<file path="src/rtl/dco_freq_lock_ctrl_if.sv">
`default_nettype none
// +--------------------------------------------------------------------+
// | Module   : dco_freq_lock_ctrl_if                                   |
// | Brief    : Control/measurement bundle between lock controller,     |
// |            frequency measurer and DCO.                             |
// | Revision : 1.0                                                     |
// +--------------------------------------------------------------------+
interface dco_freq_lock_ctrl_if #(
  parameter int CODE_W = 8
);
  logic              En;
  logic              start;
  logic [31:0]       target_freq;
  logic [31:0]       C_freq;
  logic [CODE_W-1:0] dco_code;
  logic              meas_rst;
  logic              sar_done;
  logic              locked;

  modport master (
    input  En, start, target_freq, C_freq,
    output dco_code, meas_rst, sar_done, locked
  );

  modport slave (
    output En, start, target_freq, C_freq,
    input  dco_code, meas_rst, sar_done, locked
  );
endinterface
`default_nettype wire

</file>
<file path="src/rtl/dco_freq_lock_ctrl.sv">
`default_nettype none
// +--------------------------------------------------------------------+
// | Module   : dco_freq_lock_ctrl                                      |
// | Brief    : SAR coarse search then +/-1 tracking of a DCO code so   |
// |            the measured ring count settles on a target.            |
// | Revision : 1.0                                                     |
// +--------------------------------------------------------------------+
module dco_freq_lock_ctrl #(
  parameter int CODE_W     = 8,
  parameter int AVG_CYCLES = 100,
  parameter int WAIT_CYC   = AVG_CYCLES + 2,
  parameter int TOL        = 2,
  parameter int LOCK_CNT   = 4
) (
  input  wire logic            F_clk,
  input  wire logic            combReset,
  dco_freq_lock_ctrl_if.master bus
);

  localparam int BIT_W  = (CODE_W > 1) ? $clog2(CODE_W) : 1;
  localparam int WCNT_W = $clog2(WAIT_CYC + 1);
  localparam int LCNT_W = $clog2(LOCK_CNT + 1);

  localparam logic [BIT_W-1:0]  c_bitTop   = BIT_W'(CODE_W - 1);
  localparam logic [WCNT_W-1:0] c_waitLast = WCNT_W'(WAIT_CYC - 1);
  localparam logic [LCNT_W-1:0] c_lockMax  = LCNT_W'(LOCK_CNT);
  localparam logic signed [32:0] c_tolPos  = 33'(TOL);
  localparam logic signed [32:0] c_tolNeg  = -c_tolPos;

  typedef enum logic [2:0] {
    IDLE    = 3'd0,
    S_APPLY = 3'd1,
    S_WAIT  = 3'd2,
    S_CMP   = 3'd3,
    T_APPLY = 3'd4,
    T_WAIT  = 3'd5,
    T_CMP   = 3'd6
  } state_t;

  state_t              r_state;
  logic [CODE_W-1:0]   r_dcoCode;
  logic                r_measRst;
  logic                r_sarDone;
  logic                r_locked;
  logic [BIT_W-1:0]    r_bitIdx;
  logic [WCNT_W-1:0]   r_waitCnt;
  logic [LCNT_W-1:0]   r_lockCnt;

  logic signed [32:0]  w_err;
  logic                w_cZero;
  logic                w_sarFast;
  logic                w_tooFast;
  logic                w_tooSlow;
  logic [BIT_W-1:0]    w_bitDec;
  logic [CODE_W-1:0]   w_sarCode;
  logic [LCNT_W-1:0]   w_lockInc;

  // Zero-extend both operands so the difference never overflows.
  assign w_err     = $signed({1'b0, bus.C_freq}) - $signed({1'b0, bus.target_freq});
  // A zero count means the ring stalled or no window has latched yet: treat as slow.
  assign w_cZero   = (bus.C_freq == 32'd0);
  assign w_sarFast = !w_cZero && (w_err > 33'sd0);
  assign w_tooFast = !w_cZero && (w_err > c_tolPos);
  assign w_tooSlow = w_cZero || (w_err < c_tolNeg);
  assign w_bitDec  = r_bitIdx - 1'b1;
  assign w_lockInc = (r_lockCnt == c_lockMax) ? r_lockCnt : r_lockCnt + 1'b1;

  always_comb begin
    w_sarCode = r_dcoCode;
    if (w_sarFast) w_sarCode[r_bitIdx] = 1'b0;
    if (r_bitIdx != '0) w_sarCode[w_bitDec] = 1'b1;
  end

  always_ff @(posedge F_clk or posedge combReset) begin
    if (combReset) begin
      r_state   <= IDLE;
      r_dcoCode <= '0;
      r_measRst <= 1'b0;
      r_sarDone <= 1'b0;
      r_locked  <= 1'b0;
      r_bitIdx  <= c_bitTop;
      r_waitCnt <= '0;
      r_lockCnt <= '0;
    end else if (bus.En) begin
      if (bus.start) begin
        r_state   <= S_APPLY;
        r_bitIdx  <= c_bitTop;
        r_dcoCode <= {1'b1, {(CODE_W-1){1'b0}}};
        r_measRst <= 1'b1;
        r_sarDone <= 1'b0;
        r_locked  <= 1'b0;
        r_lockCnt <= '0;
      end else begin
        case (r_state)
          IDLE: begin
          end
          S_APPLY, T_APPLY: begin
            r_measRst <= 1'b0;
            r_waitCnt <= '0;
            r_state   <= (r_state == S_APPLY) ? S_WAIT : T_WAIT;
          end
          S_WAIT, T_WAIT: begin
            r_waitCnt <= r_waitCnt + 1'b1;
            if (r_waitCnt == c_waitLast)
              r_state <= (r_state == S_WAIT) ? S_CMP : T_CMP;
          end
          S_CMP: begin
            r_dcoCode <= w_sarCode;
            r_measRst <= 1'b1;
            if (r_bitIdx != '0) begin
              r_bitIdx <= w_bitDec;
              r_state  <= S_APPLY;
            end else begin
              r_sarDone <= 1'b1;
              r_state   <= T_APPLY;
            end
          end
          T_CMP: begin
            r_measRst <= 1'b1;
            r_state   <= T_APPLY;
            if (w_tooFast) begin
              if (r_dcoCode != '0) r_dcoCode <= r_dcoCode - 1'b1;
              r_lockCnt <= '0;
              r_locked  <= 1'b0;
            end else if (w_tooSlow) begin
              if (!(&r_dcoCode)) r_dcoCode <= r_dcoCode + 1'b1;
              r_lockCnt <= '0;
              r_locked  <= 1'b0;
            end else begin
              r_lockCnt <= w_lockInc;
              r_locked  <= (w_lockInc == c_lockMax);
            end
          end
          default: r_state <= IDLE;
        endcase
      end
    end
  end

  assign bus.dco_code = r_dcoCode;
  assign bus.meas_rst = r_measRst;
  assign bus.sar_done = r_sarDone;
  assign bus.locked   = r_locked;

endmodule
`default_nettype wire

</file>
<file path="src/flat_wrapper.sv">
// flat-port wrapper written by rule: the top's interface ports become plain ports
module dco_freq_lock_ctrl_flat 
#(
  parameter int CODE_W     = 8,
  parameter int AVG_CYCLES = 100,
  parameter int WAIT_CYC   = AVG_CYCLES + 2,
  parameter int TOL        = 2,
  parameter int LOCK_CNT   = 4
)
  (F_clk, combReset, bus_En, bus_start, bus_target_freq, bus_C_freq, bus_dco_code, bus_meas_rst, bus_sar_done, bus_locked);
  dco_freq_lock_ctrl_if #(.CODE_W(CODE_W)) bus_i ();
  input  wire logic F_clk;
  input  wire logic combReset;
  input wire logic [$bits(bus_i.En)-1:0] bus_En;
  input wire logic [$bits(bus_i.start)-1:0] bus_start;
  input wire logic [$bits(bus_i.target_freq)-1:0] bus_target_freq;
  input wire logic [$bits(bus_i.C_freq)-1:0] bus_C_freq;
  output wire logic [$bits(bus_i.dco_code)-1:0] bus_dco_code;
  output wire logic [$bits(bus_i.meas_rst)-1:0] bus_meas_rst;
  output wire logic [$bits(bus_i.sar_done)-1:0] bus_sar_done;
  output wire logic [$bits(bus_i.locked)-1:0] bus_locked;
  assign bus_i.En = bus_En;
  assign bus_i.start = bus_start;
  assign bus_i.target_freq = bus_target_freq;
  assign bus_i.C_freq = bus_C_freq;
  assign bus_dco_code = bus_i.dco_code;
  assign bus_meas_rst = bus_i.meas_rst;
  assign bus_sar_done = bus_i.sar_done;
  assign bus_locked = bus_i.locked;
  dco_freq_lock_ctrl #(.CODE_W(CODE_W), .AVG_CYCLES(AVG_CYCLES), .WAIT_CYC(WAIT_CYC), .TOL(TOL), .LOCK_CNT(LOCK_CNT)) u_core (.F_clk(F_clk), .combReset(combReset), .bus(bus_i));
endmodule
</file>
<file path="config.mk">
export PLATFORM = sky130hd
export DESIGN_NAME = dco_freq_lock_ctrl_flat
export DESIGN_NICKNAME = d
export VERILOG_FILES = /design/src/rtl/dco_freq_lock_ctrl_if.sv /design/src/rtl/dco_freq_lock_ctrl.sv /design/src/flat_wrapper.sv
export SDC_FILE = /design/constraint.sdc
export NUM_CORES = 1
export LEC_CHECK = 0
export BUFFER_PORTS_ARGS = -buffer_cell sky130_fd_sc_hd__buf_2
export CORE_ASPECT_RATIO = 0.75
export CORE_MARGIN = 3
export CORE_UTILIZATION = 55
export CTS_CLUSTER_DIAMETER = 60
export CTS_CLUSTER_SIZE = 24
export DETAILED_ROUTE_END_ITERATION = 10
export PLACE_DENSITY = 0.83
export SLEW_MARGIN = 20
export SYNTH_ARGS = -nofsm -noshare
export SYNTH_HDL_FRONTEND = slang
export SYNTH_SLANG_ARGS = --single-unit
</file>
<file path="constraint.sdc">
create_clock -name F_clk -period 5.5 [get_ports F_clk]
set_input_delay 1.1 -clock F_clk [delete_from_list [all_inputs] [get_ports F_clk]]
set_output_delay 1.1 -clock F_clk [all_outputs]
set_load 0.02 [all_outputs]
</file>
==> key figures, run 1 <==
Outcome
  • Status: finished with violations
  • Failing checks: setup timing

Run
  • Max Cap Viol: 0

Critical path
  • Req. time, crit path: 5.70 ns
  • Critical path arrival: between 5 and 6 ns
  • Top cell family by delay on the critical path: compound AO/OA/AOI/OAI gates
  • Crit path to: u_core.bus.dco_code[7]
  • Slowest cell delay on critical path: around 0.4 ns
  • CP Launch Type: input pin
  • Reg2reg end: u_core.bus.locked
  • WP depth: 26
  • R2r startpoint: u_core.r_state[1]
  • CP startpoint: bus_C_freq[0]
  • CP Buf/Inv Count: 7
  • Setup crit end kind: flop
  • Reg2Reg Setup Slack: roughly 2.8 ns
  • WS Path Type: in -> reg
  • CP Max Fanout: 4
  • R2R cell count: 9
  • Crit-path slowest cell: fa_2

Cells and area
  • Commonest cells after routing, fill and taps aside: buf_2 (77), nand2_1 (65), a21oi_1 (56)
  • Footprint of the multi-input gates: around 3600 um^2
  • Fill cell count: around 640
  • Reg area: 679.4 um^2
  • Commonest non-fill, non-tap cell in the layout: buf_2
  • Final net count: 841
  • Share of post-route cells with drive strength above 1: 0.2190
  • Layout Area Growth over Synthesis: 20.46%
  • Final Core Density: 0.7037
  • Inserted Diodes: 0

Routing
  • Avg Vias per Cell: between 6 and 7
  • Pre-antenna DRT Iters: 6
  • Top sig layer: met4
  • DR WL met2: 5703 um
  • Wl on met1: about 6000 um
  • Wire per inst: approximately 17 um
  • Initial DRC Count: ~480
  • Via Count: ~5300
  • Drt total wl: approximately 14000 um
  • Post-DRT Antenna Nets: 0
  • DRC viols: 0
  • Met3 wire len: approximately 1700 um

Die
  • Placement Rows: 27
  • Die width: about 110 um
  • Die Height: about 84 um
  • Core area: between 7000 and 8000 um^2
  • Die ar.: 9199 um^2
  • Initial Utilization: 0.5842
  • I/O pin total: 79

Clock tree
  • CTS max path bufs: 2
  • Clock-pin slew on the worst setup and hold paths: between 0.1 and 0.15 ns
  • CTS tree: done
  • Cts hold-fix bufs: 0
  • CTS H-tree lvls: 1
  • Clock root buffer: clkbuf_8
  • Num CTS Buffers: 3
  • Clock sink count: 27
  • Worst skew pair latency: 0.29 ns

Min path
  • HP Class: reg -> reg

STA
  • Fmax: ~180 MHz
  • Period Utilization, post-route: 1.001
  • Worst hold slack: 0.5116 ns
  • Slew Limit Fails: 0
  • PnR worst setup slack: -0.004889 ns
  • Final Hold Vio Count: 0
  • Worst Skew: 0.01279 ns
  • Slew @ Worst Pin: roughly 0.70 ns
  • Relative slew slack: 0.5299
  • Setup repair after global routing missed its margin: true
  • Final setup vio count: 1
  • Min cycle time layout: around 5.5 ns

Placed design
  • GP Congestion: 0.9399
  • Port bufs: between 70 and 80
  • Post-DP HPWL: approximately 11000 um
  • Place WS: -0.3362 ns

Logic synthesis
  • Register area share after synthesis: 0.1530
  • Synth cell types: 73
  • Synth Warn #: 0
  • Synth Net Count: approximately 740
  • Mapped cell area: around 4400 um^2
  • Synthesized area per cell: between 7 and 8 um^2
  • Ys async rst share: 1.000
  • Prevailing post-synth register cell: dfrtp_1
  • Syn Inst Count: 625
  • EDFF count, synth: 0
  • Synthesized flop and latch total: 27

GRT
  • Initial antenna violation count: 0
  • Number of global-route vias before repair: 4631
  • Largest net degree at the start of global routing: 28
  • GRT Util Overall: 0.2822
  • GR Overflow Total: 0
  • First-pass GRT wire length: approximately 22000 um

Pwr
  • PwrDens: approximately 220 nW/um^2
  • Total design power: roughly 1.2 mW
  • Leak: ~2.5 nW
  • Max IR drop VDD: 0.1524 mV
==> registers in the layout, indices dropped and copies added, names as in the netlist <==
register,cells
u_core.bus.sar_done,1
u_core.r_bitIdx,3
u_core.bus.dco_code,8
u_core.bus.locked,1
u_core.r_lockCnt,3
u_core.bus.meas_rst,1
u_core.r_waitCnt,7
u_core.r_state,3
==> report_power, final <==
group | switching (mW) | internal (mW)
clock | 0.0733 | 0.0535
combinational | 0.425 | 0.307
sequential | 0.0572 | 0.235
==> final cells by class <==
cell class / instances / area share
Clock buffer: 3 / 0.007719
Clock inverter: 1 / 0.001637
Sequential cell: 27 / 0.1270
Multi-Input combinational cell: 522 / 0.6664
Tap cell: 101 / 0.02363
Inverter: 52 / 0.03696
Timing Repair Buffer: 121 / 0.1366
==> what timing repair did <==
action                                  in CTS  in global routing
endpoints found under the setup margin       1                  7
gates resized for setup                      2                 23
pin swaps                                    1                 34
setup buffers                                0                  7
==> synth_stat cells, types with 14 or more instances <==
| library cell | instances | area (um^2) |
|---|---|---|
| nand4_1 | 17 | 106.4 |
| nand3_1 | 14 | 70.07 |
| xnor2_1 | 17 | 148.9 |
| nor2_1 | 42 | 157.7 |
| dfrtp_1 | 24 | 600.6 |
| nor3_1 | 19 | 95.09 |
| clkbuf_1 | 19 | 71.32 |
| nand2_1 | 65 | 244.0 |
| o21ai_0 | 39 | 195.2 |
| xor2_1 | 19 | 166.4 |
| inv_1 | 52 | 195.2 |
| nor4_1 | 19 | 118.9 |
| a21oi_1 | 59 | 295.3 |
| ha_1 | 44 | 550.5 |
==> logic make-up (layout without fill, tap and decap cells) <==
kind of cell	after synthesis	count (layout)	synth area share
AO/OA/AOI/OAI	203	203	0.2959
XOR/XNOR	36	36	0.07101
adder cells (fa/ha/maj)	46	46	0.1330
buffers and inverters	76	177	0.06622
flip-flops	27	27	0.1530
multiplexers	4	4	0.009298
AND/OR/NAND/NOR	233	233	0.2716
==> metal layers <==
| metal | global-route usage | vias up |
|---|---|---|
| met2 | 0.4161 | 320 |
| li1 | - | 2513 |
| met5 | 0 | - |
| met3 | 0.07425 | 29 |
| met1 | 0.4186 | 2413 |
| met4 | 0.04077 | 0 |
==> how the worst min path moves through the flow <==
stage,slack [ns],start,cells after the start,end
CTS,0.50,u_core.r_waitCnt[6],1,u_core.r_waitCnt[6]
finish,0.51,u_core.r_waitCnt[6],1,u_core.r_waitCnt[6]
global route,0.55,u_core.r_waitCnt[6],1,u_core.r_waitCnt[6]
floorplan,0.45,u_core.r_waitCnt[6],1,u_core.r_waitCnt[6]
global placement,0.48,u_core.r_waitCnt[6],1,u_core.r_waitCnt[6]
detailed placement,0.48,u_core.r_waitCnt[6],1,u_core.r_waitCnt[6]
==> worst register-to-register path: stages, from the launching register on <==
cell and delay (ns):
dfrtp_1 0.47, inv_1 0.21, nor3_1 0.08, buf_4 0.20, o21ai_0 0.45, nor2b_1 0.51
nor3_1 0.12, o21ai_1 0.21, nor3_2 0.10, a22o_1 0.22
==> through the flow <==
stage,instances,instance area (um^2),setup TNS (ns)
finish,827,5349,-0.004889
global route,827,5349,-0.8245
CTS,820,5192,0
detailed placement,816,5135,-1.152
global placement,816,5135,-0.4420
floorplan,625,4447,-0.08685
Note: power is estimated with default switching activity, not from simulation.
==> run 2: changes to the inputs <==
--- a/config.mk
+++ b/config.mk
@@ -5,6 +5,7 @@
 export SDC_FILE = /design/constraint.sdc
 export NUM_CORES = 1
 export LEC_CHECK = 0
+export ABC_AREA = 1
 export BUFFER_PORTS_ARGS = -buffer_cell sky130_fd_sc_hd__buf_2
 export CORE_ASPECT_RATIO = 0.75
 export CORE_MARGIN = 3
@@ -12,7 +13,7 @@
 export CTS_CLUSTER_DIAMETER = 60
 export CTS_CLUSTER_SIZE = 24
 export DETAILED_ROUTE_END_ITERATION = 10
-export PLACE_DENSITY = 0.83
+export PLACE_DENSITY = 0.81
 export SLEW_MARGIN = 20
 export SYNTH_ARGS = -nofsm -noshare
 export SYNTH_HDL_FRONTEND = slang
==> run 2 against run 1 <==
  * The run now ends clean
  * Largest power group unchanged
  * Highest routed layer unchanged
  * Critical endpoint unchanged
  * Combinational power is 14% higher
  * Final area is 11% higher
  * Hold slack better by 0.0073 ns
  * Clock power is 31% higher
==> key figures, run 2 <==
Logic synthesis
  • Area contributors post-synth: nand2_1 (26%), inv_1 (15%), dfrtp_1 (11%), ha_1 (10%), nor2_1 (8.3%)
  • Synthesized area per cell: 5.212 um^2 (-27%)
  • Register area share after synthesis: 0.1284 (-0.02457)
  • EDFF count, synth: 0 (unchanged)
  • Yosys top cell by area: nand2_1
  • Synth Area in Compound Gates: 0.08775 (-0.2081)
  • Synth Net Count: 1129 (+53%)
  • Syn Inst Count: 1015 (+62%)
  • Synthesized-area fraction occupied by adder cells: 0.1116 (-0.02136)
  • Mux contribution to synthesized area: 0 (-0.009298)
  • Synth cell count leaders: nand2_1 (365), inv_1 (210), nor2_1 (117), nand3_1 (75), ha_1 (44)
  • Synth Area in Simple Gates: 0.5099 (+0.2383)
  • Ys async rst share: 1.000 (unchanged)
  • Prevailing post-synth register cell: dfrtp_1
  • Synth cell types: 39 (-47%)
  • Post-synthesis xor/xnor area fraction: 0.008278 (-0.06273)
  • Largest family of logic cells by synthesized area: simple AND/OR/NAND/NOR gates
  • Area share of the leading cell type in the synthesized netlist: 0.2590 (+0.1237)
  • Mapped cell area: 5290 um^2 (+19%)
  • Synthesized flop and latch total: 27 (unchanged)
  • Count leader, synth: nand2_1
  • Synth Warn #: 0 (unchanged)

Min path
  • HP Start: u_core.bus.locked
  • HP Class: reg -> reg

STA
  • Fmax: 203.6 MHz (+12%)
  • Final setup vio count: 0 (-1)
  • Worst Skew: 0.001756 ns (-0.01103 ns)
  • Setup_tns: 0 ns (+0.004889 ns)
  • Setup repair after global routing missed its margin: false
  • Slew @ Worst Pin: 0.5910 ns (-0.1100 ns)
  • Period Utilization, post-route: 0.8928 (-0.1081)
  • Min cycle time layout: 4.911 ns (-0.5943 ns)
  • Slew Limit Fails: 0 (unchanged)
  • Final Hold Vio Count: 0 (unchanged)
  • PnR worst setup slack: 0.5894 ns (+0.5943 ns)
  • Relative slew slack: 0.6054 (+0.07555)

Clock tree
  • CTS max path bufs: 2 (unchanged)
  • Num CTS Buffers: 3 (unchanged)
  • Clock sink count: 27 (unchanged)
  • Worst skew pair latency: 0.26 ns (-0.03 ns)
  • Clock root buffer: clkbuf_16
  • Clock-pin slew on the worst setup and hold paths: 0.07 ns (-0.04 ns)
  • # resized after CTS: 0 (-2)
  • Cts hold-fix bufs: 0 (unchanged)
  • CTS tree: done
  • CTS H-tree lvls: 1 (unchanged)
  • Post-CTS setup buffer count: 0 (unchanged)

Routing
  • Via Count: 6181 (+17%)
  • Initial DRC Count: 676 (+42%)
  • DRC viols: 0 (unchanged)
  • Pre-antenna DRT Iters: 6 (unchanged)
  • Post-DRT Antenna Nets: 0 (unchanged)
  • Wire per inst: 11.78 um (-29%)
  • Avg Vias per Cell: 5.050 (-21%)
  • Drt total wl: 14410 um (+5.6%)

Placed design
  • GP Congestion: 0.9865 (+5.0%)
  • Post-DP HPWL: 12440 um (+14%)
  • Place WS: 0.3747 ns (+0.7109 ns)
  • Port bufs: 78 (unchanged)

Pwr
  • PwrDens: 225.1 nW/um^2 (+4.6%)
  • Max IR drop VDD: 0.1270 mV (-17%)
  • Leak: 3.612 nW (+45%)

GRT
  • Number of global-route vias before repair: 5404 (+17%)
  • Initial antenna violation count: 0 (unchanged)
  • Largest net degree at the start of global routing: 28 (unchanged)
  • GRT Util Overall: 0.2658 (-0.01643)
  • First-pass GRT wire length: 24480 um (+13%)
  • GR Overflow Total: 0 (unchanged)

Outcome
  • Status: finished clean

Die
  • I/O pin total: 79 (unchanged)
  • Initial Utilization: 0.5752 (-0.008959)
  • Placement Rows: 30 (+11%)
  • Die Height: 90.94 um (+8.5%)
  • Core area: 9196 um^2 (+21%)
  • Die ar.: 10840 um^2 (+18%)
  • Die width: 119.2 um (+8.6%)

Cells and area
  • Share of post-route cells with drive strength above 1: 0.1150 (-0.1040)
  • Fill cell count: 953 (+50%)
  • Reg area: 679.4 um^2 (unchanged)
  • Footprint of the multi-input gates: 3796 um^2 (+6.5%)
  • Inserted Diodes: 0 (unchanged)
  • Commonest non-fill, non-tap cell in the layout: nand2_1
  • Layout Area Growth over Synthesis: 11.90%
  • Commonest cells after routing, fill and taps aside: nand2_1 (365), inv_1 (209), nor2_1 (117)
  • Final net count: 1211 (+44%)
  • Number of flip-flops in the largest register: 8 (unchanged)

Critical path
  • CP Launch Type: input pin
  • Top cell family by delay on the critical path: simple AND/OR/NAND/NOR gates
  • CP startpoint: bus_C_freq[0]
  • CP Buf/Inv Count: 5 (-2)
  • Critical path's most frequent cell: nand2_1
  • R2r startpoint: u_core.bus.dco_code[2]
  • Req. time, crit path: 5.66 ns (-0.04 ns)
  • CP Max Fanout: 9 (+5)
  • Crit-path slowest cell: fa_1
  • WS Path Type: in -> reg
  • Slowest cell delay on critical path: 0.42 ns (+0.03 ns)
  • Setup crit end kind: flop
  • Critical path arrival: 5.07 ns (-0.64 ns)

Run
  • Max Cap Viol: 0 (unchanged)
-- run 2: changes by cell type after synthesis, sizes merged, moves of 16 or more --
| cell | delta |
|---|---|
| nand2 | +309 |
| inv | +162 |
| nor2 | +87 |
| nand3 | +66 |
| a21oi | -20 |
| clkbuf | -17 |
| nor4 | -17 |
| xor2 | -16 |
-- run 2: through the flow --
stage          area, um^2  total power, mW  instances  utilization  hold WS [ns]
2_1_floorplan        5290           0.9348       1015            -        0.4782
3_3_place_gp         5841            1.140       1220       0.6351        0.4647
5_1_grt              5919            1.470       1224       0.6437        0.5548
4_1_cts              5919            1.320       1224       0.6437        0.5243
3_5_place_dp         5841            1.149       1220       0.6351        0.5068
6_report             5919            1.332       1224       0.6437        0.5189
-- run 2: cell families after synthesis --
group	Yosys count
flip-flops	27
adder cells (fa/ha/maj)	46
buffers and inverters	217
AO/OA/AOI/OAI	85
AND/OR/NAND/NOR	635
XOR/XNOR	5
-- run 2: worst reg2reg max path, stage by stage, from the launching register on --
cell	delay, ns
dfrtp_1	0.45
ha_1	0.38
a21oi_1	0.15
nand2_1	0.08
nand2_1	0.08
nand2_1	0.05
a21oi_1	0.16
nor2_1	0.07
o21ai_0	0.14
nand2_1	0.08
xnor2_1	0.19
nand2_1	0.08
nand3_1	0.08
nand2_1	0.06
nand2_1	0.06
nand2_1	0.04
-- run 2: power breakdown --
part	internal, mW	total (mW)	switching [mW]
Sequential	0.254	0.332	0.0789
Combinational	0.291	0.833	0.542
Clock	0.0993	0.167	0.0675
Total	0.644	1.33	0.688
-- run 2: layout make-up --
type                    instances  share of cell area
clock buffers                   4             0.01332
flip-flops and latches         27              0.1148
inverters                     215              0.1363
well taps                     128             0.02706
repair buffers                 79             0.06722
multi-input cells             771              0.6413
-- run 2: path summary, 6_finish.rpt --
kind	depth (start not counted)	endpoint	slack, ns
setup / recovery	36	u_core.bus.dco_code[7]	0.59
hold / removal	2	u_core.bus.locked	0.52
setup reg to reg	15	u_core.bus.dco_code[7]	3.24
hold reg to reg	2	u_core.bus.locked	0.52
max in group asynchronous	2	u_core.bus.meas_rst	4.21
min in group asynchronous	2	u_core.r_waitCnt[0]	0.90
-- run 2: routing by layer --
layer,vias to the layer above,track usage,share of wire
met5,-,0,0
met4,0,0.03472,0.0096
met3,16,0.04359,0.11
met2,282,0.3874,0.38
met1,2580,0.4157,0.50
li1,3303,-,-
